<file path="src/rtl/legv8_multicycle_ctrl.sv">
// Multi-cycle LEGv8 control sequencer: a single FSM shares one ALU and one memory
// port across the fetch, decode, execute, memory and write-back phases.
module legv8_multicycle_ctrl #(
    parameter int TIMEOUT = 15,
    parameter int CNT_W   = 32
) (
    input  logic             clk,
    input  logic             reset,
    input  logic [10:0]      op_code,
    input  logic             zero,
    input  logic             mem_ready,
    output logic             mem_req,
    output logic             PCWrite,
    output logic             PCSrc,
    output logic             IRWrite,
    output logic             MemRead,
    output logic             MemWrite,
    output logic             ALUSrcA,
    output logic [1:0]       ALUSrcB,
    output logic [1:0]       ALU_op,
    output logic             Reg2Loc,
    output logic             Mem2Reg,
    output logic             RegWrite,
    output logic [3:0]       state,
    output logic [1:0]       fault,
    output logic [CNT_W-1:0] retired
);
    localparam int WW = (TIMEOUT > 0) ? $clog2(TIMEOUT + 1) : 1;

    localparam logic [10:0] OP_LDUR = 11'b11111000010;
    localparam logic [10:0] OP_STUR = 11'b11111000000;
    localparam logic [10:0] OP_ADD  = 11'b10001011000;
    localparam logic [10:0] OP_SUB  = 11'b11001011000;
    localparam logic [10:0] OP_AND  = 11'b10001010000;
    localparam logic [10:0] OP_ORR  = 11'b10101010000;
    localparam logic [10:0] OP_LSL  = 11'b11010011011;
    localparam logic [10:0] OP_LSR  = 11'b11010011010;

    typedef enum logic [3:0] {
        FETCH    = 4'd0,
        DECODE   = 4'd1,
        EXEC_R   = 4'd2,
        WB_R     = 4'd3,
        MEM_ADDR = 4'd4,
        MEM_RD   = 4'd5,
        WB_LD    = 4'd6,
        MEM_WR   = 4'd7,
        BR_CBZ   = 4'd8,
        BR_UNC   = 4'd9,
        FAULT    = 4'd15
    } state_t;

    state_t          cur;
    logic [1:0]      fault_r;
    logic [CNT_W-1:0] retired_r;
    logic [WW-1:0]   wait_cnt;

    logic is_ldur, is_stur, is_rtype, is_cbz, is_b;
    logic mem_wait, timeout_hit;

    assign is_ldur  = (op_code == OP_LDUR);
    assign is_stur  = (op_code == OP_STUR);
    assign is_rtype = (op_code == OP_ADD) || (op_code == OP_SUB) || (op_code == OP_AND) ||
                      (op_code == OP_ORR) || (op_code == OP_LSL) || (op_code == OP_LSR);
    assign is_cbz   = (op_code[10:3] == 8'b10110100);
    assign is_b     = (op_code[10:5] == 6'b000101);

    // A wait cycle is any memory phase without mem_ready; the one that would
    // exceed TIMEOUT consecutive waits diverts to FAULT instead.
    assign mem_wait    = ((cur == FETCH) || (cur == MEM_RD) || (cur == MEM_WR)) && !mem_ready;
    assign timeout_hit = (TIMEOUT != 0) && mem_wait && (wait_cnt == WW'(TIMEOUT));

    always_ff @(posedge clk or posedge reset) begin
        if (reset) begin
            cur       <= FETCH;
            fault_r   <= 2'b00;
            retired_r <= '0;
            wait_cnt  <= '0;
        end else if (cur != FAULT) begin
            if (timeout_hit) begin
                cur      <= FAULT;
                fault_r  <= 2'b10;
                wait_cnt <= '0;
            end else if (mem_wait) begin
                wait_cnt <= wait_cnt + 1'b1;
            end else begin
                wait_cnt <= '0;
                case (cur)
                    FETCH:    cur <= DECODE;
                    DECODE: begin
                        if (is_ldur || is_stur) cur <= MEM_ADDR;
                        else if (is_rtype)      cur <= EXEC_R;
                        else if (is_cbz)        cur <= BR_CBZ;
                        else if (is_b)          cur <= BR_UNC;
                        else begin
                            cur     <= FAULT;
                            fault_r <= 2'b01;
                        end
                    end
                    EXEC_R:   cur <= WB_R;
                    MEM_ADDR: cur <= is_stur ? MEM_WR : MEM_RD;
                    MEM_RD:   cur <= WB_LD;
                    WB_R, WB_LD, MEM_WR, BR_CBZ, BR_UNC: begin
                        cur       <= FETCH;
                        retired_r <= retired_r + CNT_W'(1);
                    end
                    default:  cur <= FETCH;
                endcase
            end
        end
    end

    // Strobes decode from state; reset masks them so nothing leaks while held.
    always_comb begin
        mem_req  = 1'b0;
        PCWrite  = 1'b0;
        PCSrc    = 1'b0;
        IRWrite  = 1'b0;
        MemRead  = 1'b0;
        MemWrite = 1'b0;
        ALUSrcA  = 1'b0;
        ALUSrcB  = 2'b00;
        ALU_op   = 2'b00;
        Reg2Loc  = 1'b0;
        Mem2Reg  = 1'b0;
        RegWrite = 1'b0;
        if (!reset) begin
            case (cur)
                FETCH: begin
                    mem_req = !timeout_hit;
                    MemRead = 1'b1;
                    ALUSrcB = 2'b01;
                    IRWrite = mem_ready;
                    PCWrite = mem_ready;
                end
                EXEC_R: begin
                    ALUSrcA = 1'b1;
                    ALU_op  = 2'b10;
                end
                WB_R: begin
                    RegWrite = 1'b1;
                    ALU_op   = 2'b10;
                end
                MEM_ADDR: begin
                    ALUSrcA = 1'b1;
                    ALUSrcB = 2'b10;
                    Reg2Loc = is_stur;
                end
                MEM_RD: begin
                    mem_req = !timeout_hit;
                    MemRead = 1'b1;
                end
                WB_LD: begin
                    RegWrite = 1'b1;
                    Mem2Reg  = 1'b1;
                end
                MEM_WR: begin
                    mem_req  = !timeout_hit;
                    MemWrite = 1'b1;
                    Reg2Loc  = 1'b1;
                end
                BR_CBZ: begin
                    Reg2Loc = 1'b1;
                    ALUSrcA = 1'b1;
                    ALU_op  = 2'b01;
                    PCSrc   = 1'b1;
                    PCWrite = zero;
                end
                BR_UNC: begin
                    PCSrc   = 1'b1;
                    PCWrite = 1'b1;
                end
                default: ;
            endcase
        end
    end

    assign state   = cur;
    assign fault   = fault_r;
    assign retired = retired_r;

endmodule

</file>
<file path="config.mk">
export PLATFORM = sky130hd
export DESIGN_NAME = legv8_multicycle_ctrl
export DESIGN_NICKNAME = d
export VERILOG_FILES = /design/src/rtl/legv8_multicycle_ctrl.sv
export SDC_FILE = /design/constraint.sdc
export NUM_CORES = 1
export LEC_CHECK = 0
export CORE_MARGIN = 10
export CORE_UTILIZATION = 55
export CTS_BUF_LIST = sky130_fd_sc_hd__clkbuf_2 sky130_fd_sc_hd__clkbuf_4 sky130_fd_sc_hd__clkbuf_8
export DETAILED_ROUTE_END_ITERATION = 8
export DONT_BUFFER_PORTS = 1
export PLACE_DENSITY = 0.79
export SYNTH_ARGS = -nofsm -noshare
export SYNTH_HDL_FRONTEND = slang
export SYNTH_SLANG_ARGS = --single-unit
</file>
<file path="constraint.sdc">
create_clock -name clk -period 4.1 [get_ports clk]
set_input_delay 0.82 -clock clk [delete_from_list [all_inputs] [get_ports clk]]
set_output_delay 0.82 -clock clk [all_outputs]
set_load 0.02 [all_outputs]
</file>
==> metrics.txt <==
crit share post-route=75.5%; Reg2Reg Setup Slack=about 1.7 ns; Hold Buf Count CTS=0; Die Ht=between 80 and 90 um; number of cells upsized or downsized after cts=0; post-DR wirelength/cell=roughly 17 um; I/O Buffers=0; Total Routing Usage GR=14.1%; crit path from=state[0]; register area share after synthesis=between 40% and 50%; WL final=5050 um; commonest cells after routing, fill and taps aside=dfrtp_1 (42), xnor2_1 (20), nand2_1 (20); Setup Buffers After CTS=0; fmax=323 MHz; Worst-Margin Slew=about 0.98 ns; die area=just over 0.007 mm^2; clk_skew=0.00398 ns; Via density=roughly 6.0; I/O Pins=67; final core utilization=between 60% and 70%; clock slew seen by the registers of the worst setup and hold paths=~0.08 ns; crit path to=IRWrite; Static Leak=roughly 0.90 nW; HPWL Detailed=roughly 3800 um; antenna-violating nets left=0; area grow syn2layout=5.88%; CTS Root Cell=clkbuf_8; final hold violation count=0; Ys Warns=0; nature of the critical path endpoint=output port; Final GP Congestion=~0.73; pin count of the biggest net entering global routing=44; Synth cell types=46; mapped cell area=around 0.0023 mm^2; CTS sink cnt=42; Cells after Synth=240; Power Density=roughly 310 mW/mm^2; worst min path class=flip-flop to flip-flop; Chip Width=85.0 um; Non-Filler Instances=between 200 and 300; R2R cell count=5; Tmin final=between 3 and 4 ns; CTS tree=built; syn avg cell area=around 9.7 um^2; first-pass GRT wire length=8590 um; Critical Path AT=about 2.3 ns; setup TNS=0 ns; drt first-iter violations=86; DRC violations left=0; status=finished, final reports clean; Starting Density=57.6%; Post-synth EDFFs=0; maxcap violations=0; Slew Limit Headroom=roughly 34%; reg2reg start=state[3]; DR pass1 iterations=4; Async SR Flop Fraction=between 90% and 100%; Critical Path Fanout Max=15; nets=~260; Ant. Diodes=0; Core ar.=0.00403 mm^2; flops & latches, synth=42; commonest non-fill, non-tap cell in the layout=dfrtp_1; r2r endpoint=retired[31]; routed vias=~1,700; Clock Latency Late Sink=between 0.2 and 0.3 ns; ys flop type=dfrtp_1; Crit Path Class=flip-flop to output port; vias in the first global route=1,739; Worst EP required=3.28 ns; worst vdd ir=approximately 0.16 mV; Startpoint Class=flip-flop; syn_nets=257; Fill cells=roughly 340; Max clock buf depth=2; share of cells above drive strength 1=around 7.5%; global route total overflow=0; Inst Count DP=approximately 280; H-tree depth=2; initial antenna violation count=0; RSZ-0062 raised after global routing=false; Inserted Clock Buffers=5; Slew Limit Fails=0; setup violators final=0; # rows=23
## cell usage after synthesis (all sizes together), types with 2 or more instances
master,instances,area share [%]
or2,4,1.1
clkbuf,5,0.81
nand4,7,1.9
o21a,2,0.65
nor2,15,2.4
nand3,13,2.8
xnor2,20,7.5
dfrtp,42,45
nor2b,2,0.54
nor4,4,1.7
and4,3,1.1
o32a,2,0.86
nand2,20,3.2
nand2b,7,1.9
mux2i,2,0.86
buf,6,1.9
and3,5,1.3
o22ai,3,0.81
o21ai,10,2.2
a31oi,3,0.81
nor3,18,4.5
inv,9,1.5
nor4b,3,1.1
ha,2,1.1
nor4bb,3,1.3
xor2,13,4.9
and2,4,1.1
## cells by family after synthesis
kind of cell	Yosys count	share of synthesized area (%)
simple gates	113	28.0
flops	42	45.3
xor+xnor	33	12.5
compound gates	27	7.66
buf+inv	20	4.15
mux	3	1.35
fa+ha+maj	2	1.08
## final cells by class
class | instances | area (um^2) | share of cell area (%)
Tap cell | 50 | 62.6 | 2.55
Clock inverter | 1 | 30.0 | 1.22
Timing Repair Buffer | 3 | 22.5 | 0.916
Inverter | 9 | 33.8 | 1.37
Clock buffer | 6 | 82.6 | 3.36
Sequential cell | 42 | 1050 | 42.8
Multi-Input combinational cell | 178 | 1170 | 47.8
## worst max-delay path: stages (launching register included)
cell and delay, ns:
dfrtp_1 0.61, or3_1 0.48, nor3_1 0.55, and2_1 0.34
## worst min path at each step
stage               slack (ns)        start           to  depth (start not counted)
floorplan                 0.45  wait_cnt[3]  wait_cnt[3]                          1
global placement          0.48  wait_cnt[3]  wait_cnt[3]                          1
detailed placement        0.48  wait_cnt[3]  wait_cnt[3]                          1
CTS                       0.50  wait_cnt[3]  wait_cnt[3]                          1
global route              0.53  wait_cnt[3]  wait_cnt[3]                          1
finish                    0.50  wait_cnt[3]  wait_cnt[3]                          1
## power breakdown
| part | switching (W) | leakage [nW] | total, W | internal [W] |
|---|---|---|---|---|
| clock network | 0.000137 | 0.0573 | 0.000332 | 0.000195 |
| registers | 0 | 0.498 | 0.000414 | 0.000414 |
| logic | 0.00000998 | 0.349 | 0.0000149 | 0.00000491 |
## flip-flops by register name (all words and copies together) (netlist names)
name      flops
wait_cnt      4
fault         2
retired      32
state         4
## layer usage
metal	GRT usage (%)	up-vias	share of wire [%]
met4	5.39	0	1.3
met5	0	-	0
met3	6.02	5	8.7
li1	-	835	-
met1	15.0	845	40
met2	24.3	46	50
## metrics by stage
stage	worst slack [ns]	hold slack, ns	total power [W]	cell area [um^2]
floorplan	0.813	0.452	0.000435	2320
global placement	1.16	0.483	0.000437	2340
detailed placement	1.10	0.478	0.000438	2340
CTS	0.984	0.497	0.000766	2460
global route	0.838	0.531	0.000785	2460
finish	1.01	0.502	0.000761	2460
No activity file was read; power rests on OpenSTA's default activity.
